[src/rtl/dmem_port_arbiter_pkg.sv]
// Shared defaults, access-kind encoding and a reference round-robin pick helper
// for the data-memory port arbiter.
package dmem_arb_pkg;

  localparam int unsigned REQ_COUNT_DEF   = 3;
  localparam int unsigned DATA_WIDTH_DEF  = 24;
  localparam int unsigned ADDR_WIDTH_DEF  = 12;
  localparam int unsigned MEM_LATENCY_DEF = 1;
  localparam int unsigned REQ_MAX         = 8;

  typedef enum logic {
    ACC_READ  = 1'b0,
    ACC_WRITE = 1'b1
  } acc_kind_e;

  typedef logic [REQ_MAX-1:0] req_vec_t;

  // One-hot winner among the low n bits of req, searching upward from ptr and wrapping.
  function automatic req_vec_t rr_pick(input req_vec_t req, input int unsigned ptr,
                                       input int unsigned n);
    req_vec_t pick;
    logic     found;
    logic [2:0] sel;
    pick  = '0;
    found = 1'b0;
    for (int unsigned k = 0; k < REQ_MAX; k++) begin
      if (k < n) begin
        sel = 3'((ptr + k) % n);
        if (!found && req[sel]) begin
          pick[sel] = 1'b1;
          found     = 1'b1;
        end else begin
          found = found;
        end
      end else begin
        found = found;
      end
    end
    return pick;
  endfunction

endpackage

[src/rtl/dmem_port_arbiter_if.sv]
// Requester and memory-side signal bundle of dmem_port_arbiter.
// master: requesters plus memory model; slave: the arbiter.
interface dmem_port_arbiter_if import dmem_arb_pkg::*; #(
  parameter int unsigned REQ_COUNT  = REQ_COUNT_DEF,
  parameter int unsigned DATA_WIDTH = DATA_WIDTH_DEF,
  parameter int unsigned ADDR_WIDTH = ADDR_WIDTH_DEF
);

  logic [REQ_COUNT-1:0]            req;
  logic [REQ_COUNT-1:0]            reqWrEn;
  logic [REQ_COUNT*ADDR_WIDTH-1:0] reqAddr;
  logic [REQ_COUNT*DATA_WIDTH-1:0] reqData;
  logic [REQ_COUNT-1:0]            gnt;
  logic [REQ_COUNT-1:0]            rdValid;
  logic [DATA_WIDTH-1:0]           rdData;
  logic [ADDR_WIDTH-1:0]           memAddr;
  logic [DATA_WIDTH-1:0]           memDataIn;
  logic                            memWrEn;
  logic [DATA_WIDTH-1:0]           memDataOut;
  logic                            busy;

  modport master (
    output req, reqWrEn, reqAddr, reqData, memDataOut,
    input  gnt, rdValid, rdData, memAddr, memDataIn, memWrEn, busy
  );

  modport slave (
    input  req, reqWrEn, reqAddr, reqData, memDataOut,
    output gnt, rdValid, rdData, memAddr, memDataIn, memWrEn, busy
  );

endinterface

[src/rtl/dmem_port_arbiter_picker.sv]
// Round-robin priority picker: rotate req down by ptr, find the lowest set bit,
// then rotate the index back into requester numbering.
module rr_priority_picker #(
  parameter int unsigned N  = 3,
  parameter int unsigned PW = (N > 1) ? $clog2(N) : 1
) (
  input  logic [N-1:0]  req,
  input  logic [PW-1:0] ptr,
  output logic [N-1:0]  gnt,
  output logic [PW-1:0] idx,
  output logic          found
);

  logic [N-1:0]  rot_s;
  logic [PW-1:0] off_s;
  logic [PW:0]   sum_s;

  // Offset of the first requester at or after ptr, mapped back to an absolute index.
  always_comb begin
    rot_s = N'({req, req} >> ptr);
    found = |rot_s;
    off_s = '0;
    for (int k = int'(N) - 1; k >= 0; k--) begin
      if (rot_s[k]) begin
        off_s = PW'(k);
      end else begin
        off_s = off_s;
      end
    end
    sum_s = {1'b0, ptr} + {1'b0, off_s};
    idx   = (sum_s >= (PW+1)'(N)) ? PW'(sum_s - (PW+1)'(N)) : sum_s[PW-1:0];
    gnt   = found ? (N'(1'b1) << idx) : '0;
  end

endmodule

[src/rtl/dmem_port_arbiter.sv]
// Round-robin arbiter sharing one single-port synchronous data memory between
// REQ_COUNT requesters, returning tagged read data. DMEM_ARB_LOCK_EN adds burst lock.
module dmem_port_arbiter import dmem_arb_pkg::*; #(
  parameter int unsigned REQ_COUNT   = REQ_COUNT_DEF,
  parameter int unsigned DATA_WIDTH  = DATA_WIDTH_DEF,
  parameter int unsigned ADDR_WIDTH  = ADDR_WIDTH_DEF,
  parameter int unsigned MEM_LATENCY = MEM_LATENCY_DEF
) (
  input  logic                 clk,
  input  logic                 rstN,
`ifdef DMEM_ARB_LOCK_EN
  input  logic [REQ_COUNT-1:0] reqLock,
`endif
  dmem_port_arbiter_if.slave   bus
);

  localparam int unsigned PW = (REQ_COUNT > 1) ? $clog2(REQ_COUNT) : 1;
  typedef logic [REQ_COUNT-1:0] onehot_t;

  logic [PW-1:0]         rr_ptr_q, rr_ptr_d;
  onehot_t               tag_q [MEM_LATENCY];
  onehot_t               tag_d [MEM_LATENCY];
  onehot_t               rd_valid_q, rd_valid_d;
  logic [DATA_WIDTH-1:0] rd_data_q, rd_data_d;

  onehot_t               pick_gnt_s;
  logic [PW-1:0]         pick_idx_s;
  logic                  pick_found_s;
  logic                  win_vld_s;
  logic [PW-1:0]         win_idx_s;
  onehot_t               gnt_s;
  onehot_t               tag_in_s;
  logic                  tag_busy_s;
  logic                  lock_hit_s;

  rr_priority_picker #(
    .N  (REQ_COUNT),
    .PW (PW)
  ) u_picker (
    .req   (bus.req),
    .ptr   (rr_ptr_q),
    .gnt   (pick_gnt_s),
    .idx   (pick_idx_s),
    .found (pick_found_s)
  );

`ifdef DMEM_ARB_LOCK_EN
  logic          lock_vld_q, lock_vld_d;
  logic [PW-1:0] lock_idx_q, lock_idx_d;

  assign lock_hit_s = lock_vld_q && bus.req[lock_idx_q] && reqLock[lock_idx_q];

  // Lock is armed by any grant whose owner holds reqLock, including the first one.
  always_comb begin
    lock_vld_d = win_vld_s && reqLock[win_idx_s];
    lock_idx_d = win_vld_s ? win_idx_s : lock_idx_q;
  end

  // Lock owner registers.
  always_ff @(posedge clk or negedge rstN) begin
    if (!rstN) begin
      lock_vld_q <= 1'b0;
      lock_idx_q <= '0;
    end else begin
      lock_vld_q <= lock_vld_d;
      lock_idx_q <= lock_idx_d;
    end
  end
`else
  assign lock_hit_s = 1'b0;
`endif

  // Winner selection; a live lock overrides the round-robin pick, reset forces no grant.
  always_comb begin
    win_vld_s = 1'b0;
    win_idx_s = '0;
    gnt_s     = '0;
    if (!rstN) begin
      win_vld_s = 1'b0;
`ifdef DMEM_ARB_LOCK_EN
    end else if (lock_hit_s) begin
      win_vld_s = 1'b1;
      win_idx_s = lock_idx_q;
      gnt_s     = onehot_t'(1'b1) << lock_idx_q;
`endif
    end else if (pick_found_s) begin
      win_vld_s = 1'b1;
      win_idx_s = pick_idx_s;
      gnt_s     = pick_gnt_s;
    end else begin
      win_vld_s = 1'b0;
    end
  end

  // Memory-side mux from the winning requester's slice.
  always_comb begin
    bus.memAddr   = '0;
    bus.memDataIn = '0;
    bus.memWrEn   = 1'b0;
    if (win_vld_s) begin
      bus.memAddr   = bus.reqAddr[win_idx_s*ADDR_WIDTH +: ADDR_WIDTH];
      bus.memDataIn = bus.reqData[win_idx_s*DATA_WIDTH +: DATA_WIDTH];
      bus.memWrEn   = bus.reqWrEn[win_idx_s];
    end else begin
      bus.memWrEn   = 1'b0;
    end
  end

  // Next pointer, read-tag shift and read-return capture.
  always_comb begin
    rr_ptr_d = rr_ptr_q;
    if (win_vld_s) begin
      rr_ptr_d = (win_idx_s == PW'(REQ_COUNT - 1)) ? '0 : win_idx_s + PW'(1'b1);
    end else begin
      rr_ptr_d = rr_ptr_q;
    end
    tag_in_s   = (win_vld_s && (bus.reqWrEn[win_idx_s] == ACC_READ)) ? gnt_s : '0;
    tag_d[0]   = tag_in_s;
    for (int k = 1; k < int'(MEM_LATENCY); k++) begin
      tag_d[k] = tag_q[k-1];
    end
    tag_busy_s = 1'b0;
    for (int k = 0; k < int'(MEM_LATENCY); k++) begin
      tag_busy_s = tag_busy_s | (|tag_q[k]);
    end
    rd_valid_d = tag_q[MEM_LATENCY-1];
    rd_data_d  = (|tag_q[MEM_LATENCY-1]) ? bus.memDataOut : rd_data_q;
  end

  // Pointer, tag pipeline and read-return registers; reset drops in-flight reads.
  always_ff @(posedge clk or negedge rstN) begin
    if (!rstN) begin
      rr_ptr_q   <= '0;
      rd_valid_q <= '0;
      rd_data_q  <= '0;
      for (int k = 0; k < int'(MEM_LATENCY); k++) begin
        tag_q[k] <= '0;
      end
    end else begin
      rr_ptr_q   <= rr_ptr_d;
      rd_valid_q <= rd_valid_d;
      rd_data_q  <= rd_data_d;
      for (int k = 0; k < int'(MEM_LATENCY); k++) begin
        tag_q[k] <= tag_d[k];
      end
    end
  end

  assign bus.gnt     = gnt_s;
  assign bus.rdValid = rd_valid_q;
  assign bus.rdData  = rd_data_q;
  assign bus.busy    = (|gnt_s) | tag_busy_s;

endmodule

[src/flat_wrapper.sv]
// flat-port wrapper written by rule: the top's interface ports become plain ports
module dmem_port_arbiter_flat import dmem_arb_pkg::*;
#(
  parameter int unsigned REQ_COUNT   = REQ_COUNT_DEF,
  parameter int unsigned DATA_WIDTH  = DATA_WIDTH_DEF,
  parameter int unsigned ADDR_WIDTH  = ADDR_WIDTH_DEF,
  parameter int unsigned MEM_LATENCY = MEM_LATENCY_DEF
)
  (clk, rstN, bus_req, bus_reqWrEn, bus_reqAddr, bus_reqData, bus_memDataOut, bus_gnt, bus_rdValid, bus_rdData, bus_memAddr, bus_memDataIn, bus_memWrEn, bus_busy);
  dmem_port_arbiter_if #(.REQ_COUNT(REQ_COUNT), .DATA_WIDTH(DATA_WIDTH), .ADDR_WIDTH(ADDR_WIDTH)) bus_i ();
  input  logic clk;
  input  logic rstN;
  input wire logic [$bits(bus_i.req)-1:0] bus_req;
  input wire logic [$bits(bus_i.reqWrEn)-1:0] bus_reqWrEn;
  input wire logic [$bits(bus_i.reqAddr)-1:0] bus_reqAddr;
  input wire logic [$bits(bus_i.reqData)-1:0] bus_reqData;
  input wire logic [$bits(bus_i.memDataOut)-1:0] bus_memDataOut;
  output wire logic [$bits(bus_i.gnt)-1:0] bus_gnt;
  output wire logic [$bits(bus_i.rdValid)-1:0] bus_rdValid;
  output wire logic [$bits(bus_i.rdData)-1:0] bus_rdData;
  output wire logic [$bits(bus_i.memAddr)-1:0] bus_memAddr;
  output wire logic [$bits(bus_i.memDataIn)-1:0] bus_memDataIn;
  output wire logic [$bits(bus_i.memWrEn)-1:0] bus_memWrEn;
  output wire logic [$bits(bus_i.busy)-1:0] bus_busy;
  assign bus_i.req = bus_req;
  assign bus_i.reqWrEn = bus_reqWrEn;
  assign bus_i.reqAddr = bus_reqAddr;
  assign bus_i.reqData = bus_reqData;
  assign bus_i.memDataOut = bus_memDataOut;
  assign bus_gnt = bus_i.gnt;
  assign bus_rdValid = bus_i.rdValid;
  assign bus_rdData = bus_i.rdData;
  assign bus_memAddr = bus_i.memAddr;
  assign bus_memDataIn = bus_i.memDataIn;
  assign bus_memWrEn = bus_i.memWrEn;
  assign bus_busy = bus_i.busy;
  dmem_port_arbiter #(.REQ_COUNT(REQ_COUNT), .DATA_WIDTH(DATA_WIDTH), .ADDR_WIDTH(ADDR_WIDTH), .MEM_LATENCY(MEM_LATENCY)) u_core (.clk(clk), .rstN(rstN), .bus(bus_i));
endmodule
[config.mk]
export PLATFORM = sky130hd
export DESIGN_NAME = dmem_port_arbiter_flat
export DESIGN_NICKNAME = d
export VERILOG_FILES = /design/src/rtl/dmem_port_arbiter_pkg.sv /design/src/rtl/dmem_port_arbiter_if.sv /design/src/rtl/dmem_port_arbiter_picker.sv /design/src/rtl/dmem_port_arbiter.sv /design/src/flat_wrapper.sv
export SDC_FILE = /design/constraint.sdc
export NUM_CORES = 1
export LEC_CHECK = 0
export ABC_AREA = 1
export CAP_MARGIN = 20
export CORE_MARGIN = 1.5
export CORE_UTILIZATION = 34
export CTS_CLUSTER_SIZE = 25
export DETAILED_ROUTE_END_ITERATION = 8
export HOLD_SLACK_MARGIN = 0.15
export PLACE_DENSITY = 0.88
export SYNTH_ARGS = -nofsm -noshare
export SYNTH_HDL_FRONTEND = slang
export SYNTH_SLANG_ARGS = --single-unit
[constraint.sdc]
create_clock -name clk -period 6.66 [get_ports clk]
set_clock_uncertainty 0.2 [all_clocks]
set_input_delay 1.998 -clock clk [delete_from_list [all_inputs] [get_ports clk]]
set_output_delay 1.998 -clock clk [all_outputs]
set_load 0.02 [all_outputs]
### Word-level counts from Yosys, hierarchy flattened

Index checks and enable logic that the tools add are counted.

* register bits after elaboration: 32
* bits in latches: 0
* bits in writable memories: 0
* bits in read-only memories: 0
* input port bits: 140
* output and inout port bits: 68
* logic and storage cells: 39
* memories kept: 0

* add/sub/neg operators: 3
* multiply operators: 2
* div/mod/pow operators: 0
* magnitude comparators: 2
* equal/unequal tests: 1
* shift operators: 4
* mux-type cells: 17
* bitwise logic cells: 2
* reductions and logical operators: 4

Operators by type and width (count)
* $shiftx 72x8->24: 1
* $shiftx 36x7->12: 1
* $mux 24: 1
* $mux 2: 7
* $mux 12: 1
* $mux 3: 3
* $reduce_or 3->1: 3
* $mul 2x2->4 const B: 2
* $shr 6x2->3: 1
* $mux 1: 4
* $add 2x2->3: 1
* $ge 3x2->1 const B: 1
* $lt 2x3->1 const B: 1
* $shl 1x2->3 const A: 1
* $add 2x1->2 const B: 1
* $bmux 1 s2: 1
* $eq 2x2->1 const B: 1
* $sub 2x2->2 const B: 1
* $logic_and 1x1->1: 1
* $not 1->1: 1
* $or 1x1->1: 1

### Longest topological paths before layout

Gate-level depths: netlist of the first run.

* word-level depth: 14
* depth in mapped cells: 21
* mapped depth without buffers: 20

### Modules after synthesis

A second synthesis of the first run with hierarchy kept.

* cell total of the unflattened synthesis: 438
* area, all modules: 2667.6 µm²

Modules (own cells, without submodules)
* dmem_port_arbiter: instances 1, cells an instance 387, area each 2393.5 µm², seq. area each 800.8 µm²
* rr_priority_picker: instances 1, cells an instance 51, area each 274.0 µm², seq. area each 0.0 µm²

### Worst setup path before layout of the first run

Ideal clock, no wire load.

* kind: input to output
* from: input bus_req[1]
* to: output bus_memAddr[5]
* arrival time: 4516 ps
* data required time: 4462 ps
* path slack: -54 ps
* cell stages on the path: 18
* buffers on the path: 0
* cells stage by stage: nand2_1 -> nand3_1 -> nand2_1 -> a21oi_1 -> ha_1 -> inv_1 -> fa_1 -> inv_2 -> ha_1 -> nor2_2 -> nand2_1 -> nand2_1 -> nand2_2 -> nor2_8 -> inv_2 -> nor2_2 -> a21oi_1 -> nor2_1

* longest elaborated chain between the ends: 12
* elaborated cells between the ends (all ways): 16
* those cells by class: add/sub (2); mul (1); order compare (1); shift (2); mux (9); reduce/logical (1)

RTL lines
* start: declaration: RTL line flat_wrapper.sv:13 `input wire logic [$bits(bus_i.req)-1:0] bus_req;`
* $shr 6x2->3 (*): RTL line dmem_port_arbiter_picker.sv:20 `rot_s = N'({req, req} >> ptr);`
* $mux 2 (3 in a row): RTL line dmem_port_arbiter_picker.sv:24 `if (rot_s[k]) begin`
* $add 2x2->3: RTL line dmem_port_arbiter_picker.sv:30 `sum_s = {1'b0, ptr} + {1'b0, off_s};`
* $ge 3x2->1 / $sub 2x2->2 (equally long branches): RTL line dmem_port_arbiter_picker.sv:31 `idx = (sum_s >= (PW+1)'(N)) ? PW'(sum_s - (PW+1)'(N)) : sum_s[PW-1:0];`
* $mux 2: RTL line dmem_port_arbiter_picker.sv:31
* $mux 2: RTL line dmem_port_arbiter.sv:86 `end else if (pick_found_s) begin`
* $mux 2: RTL line dmem_port_arbiter.sv:78 `if (!rstN) begin`
* $mul 2x2->4: RTL line dmem_port_arbiter.sv:101 `bus.memAddr = bus.reqAddr[win_idx_s*ADDR_WIDTH +: ADDR_WIDTH];`
* $shiftx 36x7->12: RTL line dmem_port_arbiter.sv:101
* $mux 12 (*): RTL line dmem_port_arbiter.sv:100 `if (win_vld_s) begin`
* end: declaration: RTL line flat_wrapper.sv:21 `output wire logic [$bits(bus_i.memAddr)-1:0] bus_memAddr;`

Every way passes the cells marked *; elsewhere a longest branch is shown, timed or not.

### Worst setup path after layout of the first run

* from: input bus_req[0]
* to: output bus_memAddr[5]

The elaborated chain is that of the path after synthesis.

==> impl_metrics.toml, run 1 <==
[logic_synthesis]
synth_area_um2 = 2586
yosysTopAreaCellShare_pct = 30.96
yosys_warnings = 0
ys_types = 22
ys_top_cells_by_area = "dfrtp_1, nand2_1, inv_1, nand4_1, nand3_1"
postSynthCellCount = 431
yosysTopAreaCell = "dfrtp_1"
seq_area_frac_synth_pct = 30.96
synth_nets = 574
ys_ff_latch = 32
syn_area_per_cell_um2 = 6.001

[min_path]
holdPathStages = 0
hold_start = "u_core.rd_valid_d[2]"
hold_class = "reg2reg"
min_delay_worst_endpoint = "u_core.bus.rdValid[2]"

[global_route]
grt_overflow_total = 0
grt_busiest_layer = "met2"
grt_usage_pct = 24.02
met2_usage_pct = 46.28
grt_max_degree = 41
grt_pass1_vias = 3508
antenna_found_initial = 0
grt_pass1_wl_um = 15980
use_met1_pct = 25.25
grt_use_met3_pct = 6.007

[route]
wirelength_um = 10100
drt_iter0_markers = 124
final_antenna_net_count = 0
routedWlPerCell_um = 13.35
drc_errors = 0
vias = 3585
dr.pass1.iters = 4
via_per_inst = 4.742

[clock_tree]
cts_root_buf = "clkbuf_8"
cts_tree = "done"
cts_buffers = 5
insertion_delay_ns = 0.28
clkSinkCount = 32
h-tree-depth = 2
clk_pin_slew_ns = 0.06
ctsLongestPathBuffers = 2

[cells_and_area]
fillerInstances = 558
fin_util_pct = 73.97
diodes = 0
syn2layout_area_growth_pct = 108.6
final_layout_size_suffix_gt1_share_pct = 23.29
final_nets = 799

[placement]
hpwl_um = 7424
gp_congestion = 0.8733
io_buffers = 207

[worst_setup_path]
crit_chain = "buf_8, nand2_4, nand3_2, nand2_2, buf_6, nand4_1, fa_1, inv_2, ha_4, inv_1, nand4_1, nand2_2, inv_2, nor2_4, buf_6, buf_8, nand2_1, nand2_2, a21oi_2, nor2_2, buf_6"
critPathMaxFanout = 8
ff2ff_setup_slack_ns = 3.16
crit_type = "in2out"
end_kind = "primary output"
cpPeakStageDelay_ns = 0.58
startpoint = "bus_req[0]"
worstPathRequired_ns = 4.46
r2r_cells = 20
r2r_end = "u_core.rd_valid_d[2]"
worstPathArrival_ns = 4.57
r2r_start = "u_core.rr_ptr_q[0]"
crit_path_start_kind = "input port"
critical-path-slowest-cell = "fa_1"

[sta]
slew_violations = 0
fin_crit_sh_pct = 101.6
relSlewSlack_pct = 54.19
period_minus_slack_ns = 6.766
fmax_mhz = 147.8
tightest_slew_ns = 0.6864
finalHoldViolations = 0
rsz0062_at_grt = "true"
setup_viol = 36
setup_ws_ns = -0.1056

[floorplanning]
row_count = 31
die-area_um2 = 8139
die_h_um = 90.22
start_util_pct = 35.47
ios = 208
fp.dieW_um = 90.22
placeableCoreArea_um2 = 7292

[outcome]
violations = "negative setup slack"
status = "complete, but fails checks"

[run]
maxCapViolations = 0
==> cell families after synthesis <==
logic type	Yosys count	share of synthesized area, %
flops	32	30.96
simple gates	276	46.35
fa+ha+maj	3	1.742
compound gates	26	5.031
buf+inv	94	15.92
==> Yosys cell counts <==
library cell / number
a21oi_1: 3
buf_2: 8
buf_4: 3
buf_6: 5
clkbuf_1: 6
dfrtp_1: 32
fa_1: 1
ha_1: 2
inv_1: 65
inv_2: 7
nand2_1: 190
nand2_2: 6
nand3_1: 24
nand3_2: 1
nand3_4: 1
nand4_1: 25
nor2_1: 24
nor2_2: 2
nor2_4: 1
nor2_8: 1
nor3_2: 1
o21ai_1: 23
==> registers in the layout, indices dropped and copies added (netlist names) <==
name                count
u_core.bus.rdData      24
u_core.bus.rdValid      3
u_core.rd_valid_d       3
u_core.rr_ptr_q         2
==> per-stage QoR <==
step                      area (um2)  hold slack (ns)  instances  setup TNS (ns)  setup slack [ns]
after global placement          4851           0.1782        735          -36.14           -0.9258
after detailed placement        4851           0.1864        735          -42.20            -1.092
after CTS                       5253           0.2022        754          -1.218          -0.07457
after global routing            5394           0.2143        756          -8.072           -0.2488
final                           5394           0.2075        756          -2.041           -0.1056
after floorplan                 2589           0.1723        431               0           0.01514
==> what timing repair did <==
| action | in CTS | in global routing |
|---|---|---|
| hold buffers | 0 | 0 |
| gates resized for setup | 280 | 51 |
| endpoints found under the hold margin | 0 | 0 |
| buffers inserted | 8 | 3 |
| cloned | 3 | 1 |
| endpoints found under the setup margin | 41 | 41 |
| pin swaps | 18 | 25 |
==> critical path: cells and delay by family <==
kind / cells / cell delay [ns]
compound gates: 1 / 0.04
fa+ha+maj: 2 / 0.75
simple gates: 10 / 0.98
buf+inv: 8 / 0.78
==> cells in the final DEF (no fill, tap or decap), drive strengths merged <==
cell	count
a21oi	3
clkdlybuf4s50	162
nor3	1
nor2	28
nand3	26
clkinv	1
fa	1
ha	2
clkbuf	7
bufinv	1
inv	72
dfrtp	32
clkdlybuf4s15	2
o21ai	23
nand4	25
nand2	196
buf	75
==> metal layers <==
metal	vias to the layer above	routed length (um)
li1	1768	-
met1	1634	3798
met2	161	5294
met3	22	785
met4	0	216
met5	-	0
==> layout make-up <==
type	instances	area (um2)	area share [%]
well taps	99	123.9	2.296
flip-flops and latches	32	800.8	14.85
clock buffers	6	72.57	1.345
repair buffers	240	2510	46.53
multi-input cells	305	1574	29.18
inverters	72	277.8	5.150
clock inverters	2	35.03	0.6495
==> worst max path at each step <==
| stage | endpoint | depth (start not counted) |
|---|---|---|
| detailed placement | bus_memAddr[5] | 20 |
| global route | bus_memAddr[11] | 20 |
| floorplan | bus_memAddr[5] | 18 |
| finish | bus_memAddr[5] | 21 |
| CTS | bus_memDataIn[13] | 21 |
| global placement | bus_memDataIn[23] | 21 |
Power of run 1 is not shown: default switching activity piles up to over one toggle a cycle in this logic, so the estimate is an artifact.
==> run 2, diff against run 1 <==
Settings changed: GPL_ROUTABILITY_DRIVEN from default to 0.
==> results of run 2 <==
The final DEF is identical to that of run 1; final timing and power are the same.
Power of run 2 is left out for the same reason.
